### src/rtl/mips_pkg.sv
// Shared MIPS definitions for the memory stage: load/store opcodes, the
// memory-stage FSM states, the writeback record and opcode decode helpers.
package mips_pkg;

  localparam logic [5:0] OpLb  = 6'h20;
  localparam logic [5:0] OpLw  = 6'h23;
  localparam logic [5:0] OpLbu = 6'h24;
  localparam logic [5:0] OpSb  = 6'h28;
  localparam logic [5:0] OpSw  = 6'h2b;

  typedef enum logic [0:0] {
    StIdle,
    StAccess
  } mem_state_t;

  typedef struct packed {
    logic [31:0] data;
    logic [4:0]  dest_reg;
    logic        reg_write;
  } wb_rec_t;

  function automatic logic is_mem_op(logic [5:0] op);
    return (op == OpLw) || (op == OpLb) || (op == OpLbu) || (op == OpSw) || (op == OpSb);
  endfunction

  function automatic logic is_store_op(logic [5:0] op);
    return (op == OpSw) || (op == OpSb);
  endfunction

  // Word accesses must be naturally aligned; byte accesses never fault.
  function automatic logic is_word_op(logic [5:0] op);
    return (op == OpLw) || (op == OpSw);
  endfunction

endpackage

### src/rtl/load_align.sv
// Load data alignment: selects the addressed big-endian byte lane and
// sign/zero-extends it for LB/LBU; passes the full word through otherwise.
// Ports:
//   rdata_i  raw 32-bit word returned by data memory
//   addr_i   byte offset within the word (0 selects bits [31:24])
//   op_i     opcode of the load
//   data_o   extended writeback value
module load_align
  import mips_pkg::*;
(
  input  logic [31:0] rdata_i,
  input  logic [1:0]  addr_i,
  input  logic [5:0]  op_i,
  output logic [31:0] data_o
);

  logic [7:0] lane_byte;

  always_comb begin
    lane_byte = rdata_i[31:24];
    case (addr_i)
      2'd0:    lane_byte = rdata_i[31:24];
      2'd1:    lane_byte = rdata_i[23:16];
      2'd2:    lane_byte = rdata_i[15:8];
      default: lane_byte = rdata_i[7:0];
    endcase
  end

  always_comb begin
    data_o = rdata_i;
    if (op_i == OpLb) begin
      data_o = {{24{lane_byte[7]}}, lane_byte};
    end else if (op_i == OpLbu) begin
      data_o = {24'h0, lane_byte};
    end
  end

endmodule

### src/rtl/mem_stage.sv
// MIPS pipeline memory stage. Accepts one EX/MEM record at a time, performs
// LW/LB/LBU/SW/SB through a req/ack data-memory handshake, and emits one
// registered writeback record per instruction. Execute is held (mem_ready_o=0)
// while an access is outstanding.
// Ports:
//   clk_i, rst_ni             clock, asynchronous active-low reset
//   ex_*_i                    registered EX result record
//   mem_ready_o               stage can accept a record this cycle
//   dmem_*                    data memory request/response
//   wb_*_o                    writeback record (wb_valid_o one-cycle pulse)
//   misaligned_o              pulse alongside the writeback of a faulting LW/SW
module mem_stage
  import mips_pkg::*;
#(
  parameter int unsigned AddrWidth = 32
) (
  input  logic                 clk_i,
  input  logic                 rst_ni,
  input  logic                 ex_valid_i,
  input  logic [31:0]          ex_insn_i,
  input  logic [31:0]          ex_alu_result_i,
  input  logic [31:0]          ex_rt_data_i,
  input  logic [4:0]           ex_dest_reg_i,
  input  logic                 ex_reg_write_i,
  output logic                 mem_ready_o,
  output logic                 dmem_req_o,
  output logic                 dmem_we_o,
  output logic [AddrWidth-1:0] dmem_addr_o,
  output logic [3:0]           dmem_byte_en_o,
  output logic [31:0]          dmem_wdata_o,
  input  logic [31:0]          dmem_rdata_i,
  input  logic                 dmem_ack_i,
  output logic                 wb_valid_o,
  output logic [31:0]          wb_data_o,
  output logic [4:0]           wb_dest_reg_o,
  output logic                 wb_reg_write_o,
  output logic                 misaligned_o
);

  mem_state_t           state_q, state_d;
  logic [5:0]           op_q, op_d;
  logic [AddrWidth-1:0] addr_q, addr_d;
  logic [31:0]          wdata_q, wdata_d;
  logic [3:0]           byte_en_q, byte_en_d;
  logic                 we_q, we_d;
  logic [4:0]           dest_q, dest_d;
  logic                 reg_write_q, reg_write_d;
  wb_rec_t              wb_q, wb_d;
  logic                 wb_valid_q, wb_valid_d;
  logic                 misaligned_q, misaligned_d;

  logic [5:0]  ex_op;
  logic        ex_fault;
  logic [31:0] load_data;
  logic        unused_insn;

  assign ex_op       = ex_insn_i[31:26];
  assign unused_insn = ^ex_insn_i[25:0];
  assign ex_fault    = is_word_op(ex_op) && (ex_alu_result_i[1:0] != 2'b00);

  load_align u_load_align (
    .rdata_i (dmem_rdata_i),
    .addr_i  (addr_q[1:0]),
    .op_i    (op_q),
    .data_o  (load_data)
  );

  always_comb begin
    state_d      = state_q;
    op_d         = op_q;
    addr_d       = addr_q;
    wdata_d      = wdata_q;
    byte_en_d    = byte_en_q;
    we_d         = we_q;
    dest_d       = dest_q;
    reg_write_d  = reg_write_q;
    wb_d         = wb_q;
    wb_valid_d   = 1'b0;
    misaligned_d = 1'b0;

    case (state_q)
      StIdle: begin
        if (ex_valid_i) begin
          if (!is_mem_op(ex_op)) begin
            wb_valid_d   = 1'b1;
            wb_d.data      = ex_alu_result_i;
            wb_d.dest_reg  = ex_dest_reg_i;
            wb_d.reg_write = ex_reg_write_i;
          end else if (ex_fault) begin
            // Faulting access still retires a record so the pipeline drains,
            // but it never reaches memory or the register file.
            wb_valid_d     = 1'b1;
            misaligned_d   = 1'b1;
            wb_d.data      = ex_alu_result_i;
            wb_d.dest_reg  = ex_dest_reg_i;
            wb_d.reg_write = 1'b0;
          end else begin
            op_d        = ex_op;
            addr_d      = ex_alu_result_i[AddrWidth-1:0];
            dest_d      = ex_dest_reg_i;
            reg_write_d = ex_reg_write_i;
            we_d        = is_store_op(ex_op);
            if (ex_op == OpSb) begin
              byte_en_d = 4'b1000 >> ex_alu_result_i[1:0];
              wdata_d   = {4{ex_rt_data_i[7:0]}};
            end else begin
              byte_en_d = 4'b1111;
              wdata_d   = ex_rt_data_i;
            end
            state_d = StAccess;
          end
        end
      end
      StAccess: begin
        if (dmem_ack_i) begin
          wb_valid_d    = 1'b1;
          wb_d.dest_reg = dest_q;
          if (we_q) begin
            wb_d.reg_write = 1'b0;
          end else begin
            wb_d.data      = load_data;
            wb_d.reg_write = reg_write_q;
          end
          state_d = StIdle;
        end
      end
      default: state_d = StIdle;
    endcase
  end

  always_ff @(posedge clk_i or negedge rst_ni) begin
    if (!rst_ni) begin
      state_q      <= StIdle;
      op_q         <= '0;
      addr_q       <= '0;
      wdata_q      <= '0;
      byte_en_q    <= '0;
      we_q         <= 1'b0;
      dest_q       <= '0;
      reg_write_q  <= 1'b0;
      wb_q         <= '0;
      wb_valid_q   <= 1'b0;
      misaligned_q <= 1'b0;
    end else begin
      state_q      <= state_d;
      op_q         <= op_d;
      addr_q       <= addr_d;
      wdata_q      <= wdata_d;
      byte_en_q    <= byte_en_d;
      we_q         <= we_d;
      dest_q       <= dest_d;
      reg_write_q  <= reg_write_d;
      wb_q         <= wb_d;
      wb_valid_q   <= wb_valid_d;
      misaligned_q <= misaligned_d;
    end
  end

  // Ready is held low while in reset so execute never hands over a record
  // that the stage would drop.
  assign mem_ready_o    = rst_ni && (state_q == StIdle);
  assign dmem_req_o     = (state_q == StAccess);
  assign dmem_we_o      = we_q && dmem_req_o;
  assign dmem_addr_o    = {addr_q[AddrWidth-1:2], 2'b00};
  assign dmem_byte_en_o = byte_en_q;
  assign dmem_wdata_o   = wdata_q;

  assign wb_valid_o     = wb_valid_q;
  assign wb_data_o      = wb_q.data;
  assign wb_dest_reg_o  = wb_q.dest_reg;
  assign wb_reg_write_o = wb_q.reg_write;
  assign misaligned_o   = misaligned_q;

endmodule

### config.mk
export PLATFORM = sky130hd
export DESIGN_NAME = mem_stage
export DESIGN_NICKNAME = d
export VERILOG_FILES = /design/src/rtl/mips_pkg.sv /design/src/rtl/load_align.sv /design/src/rtl/mem_stage.sv
export SDC_FILE = /design/constraint.sdc
export NUM_CORES = 1
export LEC_CHECK = 0
export BUFFER_PORTS_ARGS = -buffer_cell sky130_fd_sc_hd__buf_4
export CAP_MARGIN = 20
export CORE_MARGIN = 2
export CORE_UTILIZATION = 30
export DETAILED_ROUTE_END_ITERATION = 10
export GPL_TIMING_DRIVEN = 1
export SKIP_CTS_REPAIR_TIMING = 1
export SLEW_MARGIN = 0
export SYNTH_ARGS = -nofsm -noshare
export SYNTH_HDL_FRONTEND = slang
export SYNTH_HIERARCHICAL = 1
export SYNTH_SLANG_ARGS = --single-unit
### constraint.sdc
create_clock -name clk_i -period 1.85 [get_ports clk_i]
set_input_delay 0.185 -clock clk_i [delete_from_list [all_inputs] [get_ports clk_i]]
set_output_delay 0.185 -clock clk_i [all_outputs]
set_load 0.05 [all_outputs]
## Yosys cells after proc, flatten, opt, wreduce, memory -nomap -nowiden

Index checks and enable logic that the tools add are counted.

| word-level totals | value |
|---|---|
| register bits after elaboration | 122 |
| input bits | 138 |
| output and inout bits | 111 |
| logic and storage cells | 68 |

| operators by class | value |
|---|---|
| equality and inequality tests | 13 |
| shifts and indexed selects | 1 |
| multiplexer cells | 25 |
| bitwise operators | 2 |
| reduce and logical (&&, ||, !) cells | 14 |

Operator list:

| cell | number |
|---|---|
| 38-bit 2-to-1 mux | 4 |
| 32-bit 2-to-1 mux | 4 |
| 38-bit one-hot mux with 2 select lines | 1 |
| 6-bit == test, second input constant | 7 |
| 8-bit one-hot mux with 3 select lines | 1 |
| 1-bit 2-to-1 mux | 12 |
| 4-bit AND reduction | 2 |
| 1-bit logical OR | 6 |
| 2-bit != test, second input constant | 3 |
| 4-bit 2-to-1 mux | 1 |
| 1-bit one-hot mux with 2 select lines | 2 |
| 4-bit by 2-bit right shift with 4-bit output, first input constant | 1 |
| 1-bit logical AND | 3 |
| 3-bit != test, second input constant | 1 |
| 3-bit AND reduction | 1 |
| 2-bit by 1-bit == test with 1-bit output, second input constant | 1 |
| 2-bit == test, second input constant | 1 |
| 2-bit zero test | 1 |
| 1-bit NOT | 2 |
| 2-bit nonzero test | 1 |

## Longest topological paths before layout

Gate-level depths: netlist of the first run.

| depth | value |
|---|---|
| word-level depth | 8 |
| mapped depth | 7 |
| gate-level depth less buffers | 6 |

## Cells and area by module

Netlist of the first run, hierarchy kept.

By module, submodules not included:

| module | instances | cells each | area each (um^2) | sequential area each (um^2) |
|---|---|---|---|---|
| mem_stage | 1 | 427 | 5814.3 | 3052.9 |
| load_align | 1 | 85 | 669.4 | 0.0 |

## Least setup slack after synthesis of the first run

Ideal clock, no wire load.

| path | value |
|---|---|
| kind | register -> register |
| from | reg state_q, in the netlist dmem_req_o |
| to | reg wb_q, in the netlist wb_data_o[12] |
| setup time | 0.128 ns |
| arrival time | 1.897 ns |
| setup slack | -0.175 ns |
| stages on the path, launching flop included | 5 |
| buffers on the path | 2 |
| clock period less this slack | 2.025 ns |
| cells stage by stage | dfrtp_1 -> clkbuf_1 -> clkbuf_1 -> mux2_2 -> mux2_1 |

| on the way | value |
|---|---|
| longest elaborated chain between the ends | 3 |
| elaborated cells on any way between the ends | 7 |

Ends and longest elaborated chain:

| what | line | RTL |
|---|---|---|
| from (decl) | mem_stage.sv:40 | `mem_state_t state_q, state_d;` |
| from (signal assigned) | mem_stage.sv:133 | `state_q <= StIdle;` |
| from (signal assigned) | mem_stage.sv:145 | `state_q <= state_d;` |
| 1-bit NOT (no line) | - |  |
| 3-bit != test (no line) / 2-bit != test (equally long branches) | - |  |
| 4-bit AND reduction (no line) | - |  |
| to (signal assigned) | mem_stage.sv:153 | `wb_q <= wb_d;` |
| to (decl) | mem_stage.sv:48 | `wb_rec_t wb_q, wb_d;` |

Parallel ways exist; a longest one is shown, timed or not.
A chain may end at the register's enable or synchronous reset.

## Final worst setup path of the first run

| path | value |
|---|---|
| from | reg op_q[1] |
| to | reg wb_q, in the netlist wb_data_o[5] |

| on the way | value |
|---|---|
| longest elaborated chain between the ends | 6 |
| elaborated cells on any way between the ends | 7 |

Ends and longest elaborated chain:

| what | line | RTL |
|---|---|---|
| from (decl) | mem_stage.sv:41 | `logic [5:0] op_q, op_d;` |
| from (signal assigned) | mem_stage.sv:146 | `op_q <= op_d;` |
| 6-bit == test | load_align.sv:33 | `end else if (op_i == OpLbu) begin` |
| 32-bit 2-to-1 mux | load_align.sv:33 |  |
| 32-bit 2-to-1 mux (*) | load_align.sv:31 | `if (op_i == OpLb) begin` |
| named net load_data[5] | mem_stage.sv:54 | `logic [31:0] load_data;` |
| 32-bit 2-to-1 mux (*) | mem_stage.sv:118 | `if (we_q) begin` |
| 38-bit 2-to-1 mux (*) | mem_stage.sv:115 | `if (dmem_ack_i) begin` |
| 38-bit one-hot mux with 2 select lines (*) | mem_stage.sv:81 | `case (state_q)` |

Mark *: on every way through the listed nets, which the timed path passes. The rest lies on a longest branch. The select of a mux whose other input is x is not followed.

==> results.md, run 1 <==
- Placed Area: 8450 sq um
- Final net count: 865
- Placement Rows: 53
- Initial DRC Count: 192
- Die ar.: 22800 sq um
- Minimum clock period after layout: 2.02 ns
- Layout area overhead: 48.3%
- Fmax: 0.496 GHz
- Die Width: 151 microns
- GR Util met3: 5.21%
- Met1 usage: 22.2%
- Ant. Diodes: 0
- Worst-Skew Late Latency: 0.41 ns
- Leak: 4.70 nW
- Core box area: 21100 sq um
- Critical Path Fanout Max: 7
- Mapped Avg Cell Area: 12.7 sq um
- WL/cell: 18.9 microns
- Clock-pin slew on the worst setup and hold paths: 0.05 ns
- Clk buf depth: 2
- RSZ-0062 raised after global routing: yes
- Max-cap violations: 0
- Antenna violation net count after detailed routing: 0
- Slew headroom: 55.2%
- H-tree depth: 4
- Setup Skew: 0.00745 ns
- Synth warn: 6
- DP HPWL: 13700 microns
- Post-synthesis cell count: 512
- Post-Route WL: 19100 microns
- Num CTS Buffers: 17
- Port buffer count: 220
- Final hold vios: 0
- Drt pass-1 iters: 4
- Setup violations, final: 32
- Initial antenna violation count: 0
- Number of global-route vias before repair: 5004
- Crit path DAT: 2.31 ns
- Crit share post-route: 109%
- Seq/Total Area, Yosys: 47.1%
- # DRC: 0
- CP required: 2.14 ns
- Crit path launch type: register
- DR vias: 4880
- Power per cell area: 1330 nW/um^2
- CP Capture Type: register
- Max VDD drop: 679 uV
- Failing checks: negative setup slack
- Status: complete, but fails checks
- Synth cell types: 41
- First-pass GRT wire length: 28500 microns
- Setup TNS: -3.35 ns
- Sink Count: 122
- Grt total ovfl: 0
- Die height: 151 microns
- Placer Congestion: 0.807
- Hold crit path type: in -> reg
- Layout cells sized above 1: 61.3%
- Root Buffer: clkbuf_16
- All-Layer GR Usage: 16.5%
- Worst Path Class, Setup: reg -> reg
- Final Max Slew Viols: 0
- Met2 GRT Util: 25.0%
- Final worst slack: -0.166 ns
- Slew @ Worst Pin: 0.671 ns
- Most Crowded Layer GR: met2
- Pin count of the biggest net entering global routing: 123
- Mapped Area: 6480 sq um
- Via/cell ratio: 4.81
- Design area: 9610 sq um
- CTS tree: done
- #FFs+latches synth: 122
- Num ports: 249
- Layout fillers: 1935
- Starting Density: 30.7%
==> area by class of cell <==
cell class	count	area (sq um)	share of cell area [%]
Multi-Input combinational cell	316	3370	35.1
Clock inverter	14	245	2.55
Timing Repair Buffer	265	2150	22.4
Sequential cell	122	3060	31.8
Clock buffer	17	425	4.43
Inverter	5	18.8	0.195
Tap cell	275	344	3.58
==> flip-flops by register name, summed over array words and instances (netlist names) <==
register        count
addr_q             32
wb_data_o          32
wb_reg_write_o      1
we_q                1
reg_write_q         1
dmem_wdata_o       32
wb_valid_o          1
dmem_byte_en_o      4
op_q                6
dest_q              5
dmem_req_o          1
wb_dest_reg_o       5
misaligned_o        1
==> report_power, final <==
part / switching, mW / internal [mW] / leakage, nW / total [mW]
Combinational: 3.24 / 2.12 / 2.88 / 5.36
Clock: 1.28 / 2.53 / 0.324 / 3.81
Sequential: 0.357 / 3.27 / 1.50 / 3.62
==> routing by layer <==
| metal | vias to the layer above | wire, microns | part of all wire [%] |
|---|---|---|---|
| li1 | 2274 | - | - |
| met1 | 2398 | 8590 | 45 |
| met2 | 190 | 8710 | 45 |
| met3 | 18 | 1570 | 8.2 |
| met4 | 0 | 275 | 1.4 |
| met5 | - | 0 | 0 |
==> metrics by stage <==
stage | worst slack (ns) | utilization [%] | std cells | total power [mW] | hold slack [ns]
after floorplan | -0.0792 | - | 513 | 7.17 | -0.111
after global placement | -0.142 | 40.1 | 974 | 8.58 | 0.386
after detailed placement | -0.178 | 40.1 | 974 | 8.61 | 0.395
after CTS | -0.190 | 43.3 | 1005 | 12.5 | -0.0520
after global routing | -0.216 | 45.6 | 1014 | 13.4 | 0.000219
final | -0.166 | 45.6 | 1014 | 12.8 | 0.0157
==> layout by cell type, fill, tap and decap left out, types with 3 or more instances in the layout <==
cell	synthesis	routed
dlygate4sd3_1	0	7
clkinv_4	0	4
buf_12	4	9
o2bb2ai_4	0	7
o32ai_2	0	6
nand2b_1	10	9
o2bb2ai_1	24	3
dfrtp_1	122	120
nor2_1	4	4
a211oi_1	8	7
buf_6	2	6
and2_1	3	3
o21ai_0	65	65
inv_1	5	5
mux2_4	46	86
nand2_1	6	6
mux2i_1	32	32
clkbuf_16	0	17
mux2_2	72	34
o2bb2ai_2	1	15
a21oi_1	10	10
bufinv_16	0	6
buf_4	40	242
==> cells in the mapped netlist <==
cell,instances,area [sq um]
dfrtp_1,122,3050
mux2_2,72,811
o21ai_0,65,325
mux2_4,46,691
buf_4,40,300
mux2i_1,32,320
o2bb2ai_1,24,210
clkbuf_1,11,41.3
a21oi_1,10,50.1
nand2b_1,10,62.6
a211oi_1,8,60.1
buf_2,7,35.0
o32ai_1,7,61.3
nand2_1,6,22.5
inv_1,5,18.8
buf_12,4,80.1
nor2_1,4,15.0
a31oi_1,3,18.8
and2_1,3,18.8
buf_1,3,11.3
clkbuf_2,3,15.0
a21o_1,2,15.0
buf_6,2,22.5
mux2_1,2,22.5
nand2_2,2,12.5
nor2b_1,2,12.5
nor3_1,2,10.0
nor3b_2,2,25.0
a22o_1,1,8.76
a22oi_2,1,12.5
and2b_1,1,7.51
and3b_1,1,8.76
and4bb_2,1,12.5
conb_1,1,3.75
nor3b_1,1,7.51
nor4b_2,1,15.0
o2111ai_2,1,15.0
o22ai_4,1,20.0
o2bb2ai_2,1,15.0
or2_1,1,6.26
or4b_1,1,10.0
==> final timing paths <==
check	startpoint	end	slack, ns	cells after the start
setup / recovery	op_q[1]	wb_data_o[5]	-0.17	6
hold / removal	ex_dest_reg_i[0]	dest_q[0]	0.02	2
setup reg to reg	op_q[1]	wb_data_o[5]	-0.17	6
hold reg to reg	dest_q[1]	dest_q[1]	0.50	1
max in group asynchronous	rst_ni	dmem_req_o	0.86	3
min in group asynchronous	rst_ni	wb_data_o[5]	0.51	3
==> worst max-delay path, stage by stage (launching register included) <==
cell,delay (ns)
dfrtp_1,0.40
or4b_4,0.54
buf_6,0.16
o32ai_4,0.21
a211oi_2,0.07
mux2_4,0.26
mux2_2,0.26
==> logic make-up after synthesis <==
kind of cell           after synthesis  share of synthesized area [%]
buffers and inverters               75                           8.09
multiplexers                       152                           28.4
flip-flops                         122                           47.1
AO/OA/AOI/OAI                      124                           12.5
AND/OR/NAND/NOR                     38                           3.80
other                                1                         0.0578
Power figures use the tool's default switching activity.
==> run 2, diff against run 1 <==
CORE_MARGIN = unset   (was 2)
HOLD_SLACK_MARGIN = 0.1   (was unset)
==> run 2 against run 1 <==
The run still ends with negative setup slack left. Design area up 2.5%. Fmax up 2.1%. Sequential share of layout area down 0.79 points. Non-clock buffer count up 56. Final cell count up 5.6%. Total power down 3.5%. Highest routed layer unchanged.
==> results.md, run 2 (synthesis results as in run 1) <==
- Status: complete, but fails checks
- Failing checks: negative setup slack
- Worst R2R Setup Slack: -0.12 ns (+0.04 ns)
- CP required: 2.14 ns (about the same)
- Most common cell after layout, fill and taps aside: buf_4
- Post-Place Cells: 972 (-0.21%)
- Sequential share of power: 29.3% (+1.0 points)
- Final hold vios: 0 (unchanged)
- End of the worst hold path: dmem_wdata_o[14]
- Design area: 9850 sq um (+2.5%)
- Combinational share of power: 41.8% (about the same)
- Non-Filler Instances: 1071 (+5.6%)
- Slew headroom: 52.4% (-2.8 points)
- Max-cap violations: 0 (unchanged)
- Root Buffer: clkbuf_16
- Hold path cells: 3 (+1)
- Layout area overhead: 52.0%
- Port buffer count: 220 (unchanged)
- CP Capture Type: register
- Slew @ Worst Pin: 0.714 ns (+0.0422 ns)
- Placer Congestion: 0.800 (-0.90%)
- Via/cell ratio: 4.70 (-2.3%)
- # DRC: 0 (unchanged)
- Placed Area: 8450 sq um (about the same)
- Register Area: 3050 sq um (about the same)
- H-tree depth: 4 (unchanged)
- Critical Path Fanout Max: 7 (unchanged)
- Crit path launch type: register
- Drt pass-1 iters: 4 (unchanged)
- Layout cells sized above 1: 54.0% (-7.3 points)
- Die Width: 149 microns (-1.3%)
- Clk buf depth: 2 (unchanged)
- Starting Density: 30.7% (unchanged)
- Fmax: 0.506 GHz (+2.1%)
- All-Layer GR Usage: 16.9% (+0.40 points)
- Antenna violation net count after detailed routing: 0 (unchanged)
- Hold crit path type: in -> reg
- RSZ-0062 raised after global routing: yes
- Clock power frac: 28.9% (-0.9 points)
- First-pass GRT wire length: 28300 microns (-0.87%)
- DP HPWL: 13400 microns (-2.3%)
- Die ar.: 22200 sq um (-2.6%)
- Net Switching: 4.74 mW (-2.8%)
- Num CTS Buffers: 17 (unchanged)
- Net Sw Frac: 38.4% (+0.27 points)
- Setup violations, final: 32 (unchanged)
- Num ports: 249 (unchanged)
- Initial DRC Count: 165 (-14%)
- Clock-pin slew on the worst setup and hold paths: 0.06 ns (about the same)
- Final Max Slew Viols: 0 (unchanged)
- HP Start: ex_rt_data_i[14]
- FF-to-FF Start: op_q[1]
- Ant. Diodes: 0 (unchanged)
- Final worst slack: -0.125 ns (+0.0413 ns)
- Worst r2r dst: wb_data_o[3]
- Final net count: 921 (+6.5%)
- Initial antenna violation count: 0 (unchanged)
- Multi-input logic area: 3090 sq um (-8.4%)
- Core box area: 21100 sq um (unchanged)
- Max VDD drop: 590 uV (-13%)
- Setup Skew: 0.00729 ns (-0.000164 ns)
- CTS tree: done
- DR vias: 5037 (+3.2%)
- Crit share post-route: 107% (-2.2 points)
- Worst reg2reg path depth: 6 (unchanged)
- Leak: 4.75 nW (+1.2%)
- Grt total ovfl: 0 (unchanged)
- Number of global-route vias before repair: 4994 (-0.20%)
- Setup WS pre-CTS: -0.153 ns (+0.0255 ns)
- Crit path DAT: 2.27 ns (-0.04 ns)
- Commonest non-fill, non-tap cells in the layout: buf_4 (243), dfrtp_1 (121), o21ai_0 (65), dlygate4sd3_1 (65), mux2_2 (62)
- Die height: 149 microns (-1.3%)
- WL/cell: 17.7 microns (-6.3%)
- Power per cell area: 1250 nW/um^2 (-5.8%)
- Hold_ws: 0.0700 ns (+0.0543 ns)
- Layout fillers: 1929 (-0.31%)
- Minimum clock period after layout: 1.97 ns (-0.0413 ns)
- P_int: 7.61 mW (-3.9%)
- Sink Count: 122 (unchanged)
- Post-Route WL: 18900 microns (-1.0%)
- Placement Rows: 53 (unchanged)
- Worst-Skew Late Latency: 0.41 ns (about the same)
- Pin count of the biggest net entering global routing: 123 (unchanged)
- Worst Path Class, Setup: reg -> reg
==> run 2: cell types whose count changed in the layout (fill, tap and decap cells not counted), moves of 3 or more <==
cell	change
mux2_4	-30
o2bb2ai_1	+20
buf_6	-4
dlygate4sd3_1	+58
o2bb2ai_4	-6
clkinvlp_4	+3
mux2_2	+28
o2bb2ai_2	-14
==> run 2: critical path: stages, from the launching register on <==
cell      delay (ns)
dfrtp_1         0.37
or4b_4          0.54
buf_8           0.16
o32ai_4         0.22
a211oi_2        0.06
mux2_4          0.26
mux2_4          0.25
==> run 2: how the worst max path moves through the flow <==
stage	slack, ns	depth (start not counted)	from	endpoint
5_1_grt	-0.18	6	op_q[1]	wb_data_o[3]
4_1_cts	-0.15	6	addr_q[0]	wb_data_o[3]
2_1_floorplan	-0.08	6	op_q[1]	wb_data_o[2]
3_3_place_gp	-0.11	6	addr_q[0]	wb_data_o[3]
3_5_place_dp	-0.15	6	addr_q[0]	wb_data_o[3]
6_report	-0.12	6	op_q[1]	wb_data_o[3]
==> run 2: area by class of cell <==
| cell class | count | share of cell area [%] |
|---|---|---|
| flip-flops and latches | 122 | 31.0 |
| well taps | 275 | 3.49 |
| clock inverters | 14 | 1.98 |
| inverters | 5 | 0.190 |
| clock buffers | 18 | 4.46 |
| multi-input cells | 316 | 31.4 |
| repair buffers | 321 | 27.5 |
==> run 2: stage by stage <==
stage                     total power [mW]  TNS, ns  utilization (%)
after floorplan                       7.17    -1.72                -
after global placement                8.56   -0.886             40.1
after detailed placement              8.60    -1.69             40.1
after CTS                             12.2    -1.79             43.1
after global routing                  13.0    -4.86             46.7
final                                 12.4    -2.70             46.7
==> run 2: power by group through the flow <==
stage	combinational [mW]	clock [mW]	sequential (mW)
2_1_floorplan	2.37	0	4.80
3_3_place_gp	4.92	0	3.64
3_5_place_dp	4.96	0	3.64
4_1_cts	4.95	3.67	3.62
5_1_grt	5.44	3.81	3.70
6_report	5.17	3.57	3.62
==> run 2: metal layers <==
layer  vias up  track usage [%]  share of wire (%)
li1       2379                -                  -
met1      2475             21.0                 43
met2       174             27.4                 49
met3         9             6.33                7.3
met4         0             4.29               0.72
met5         -                0                  0
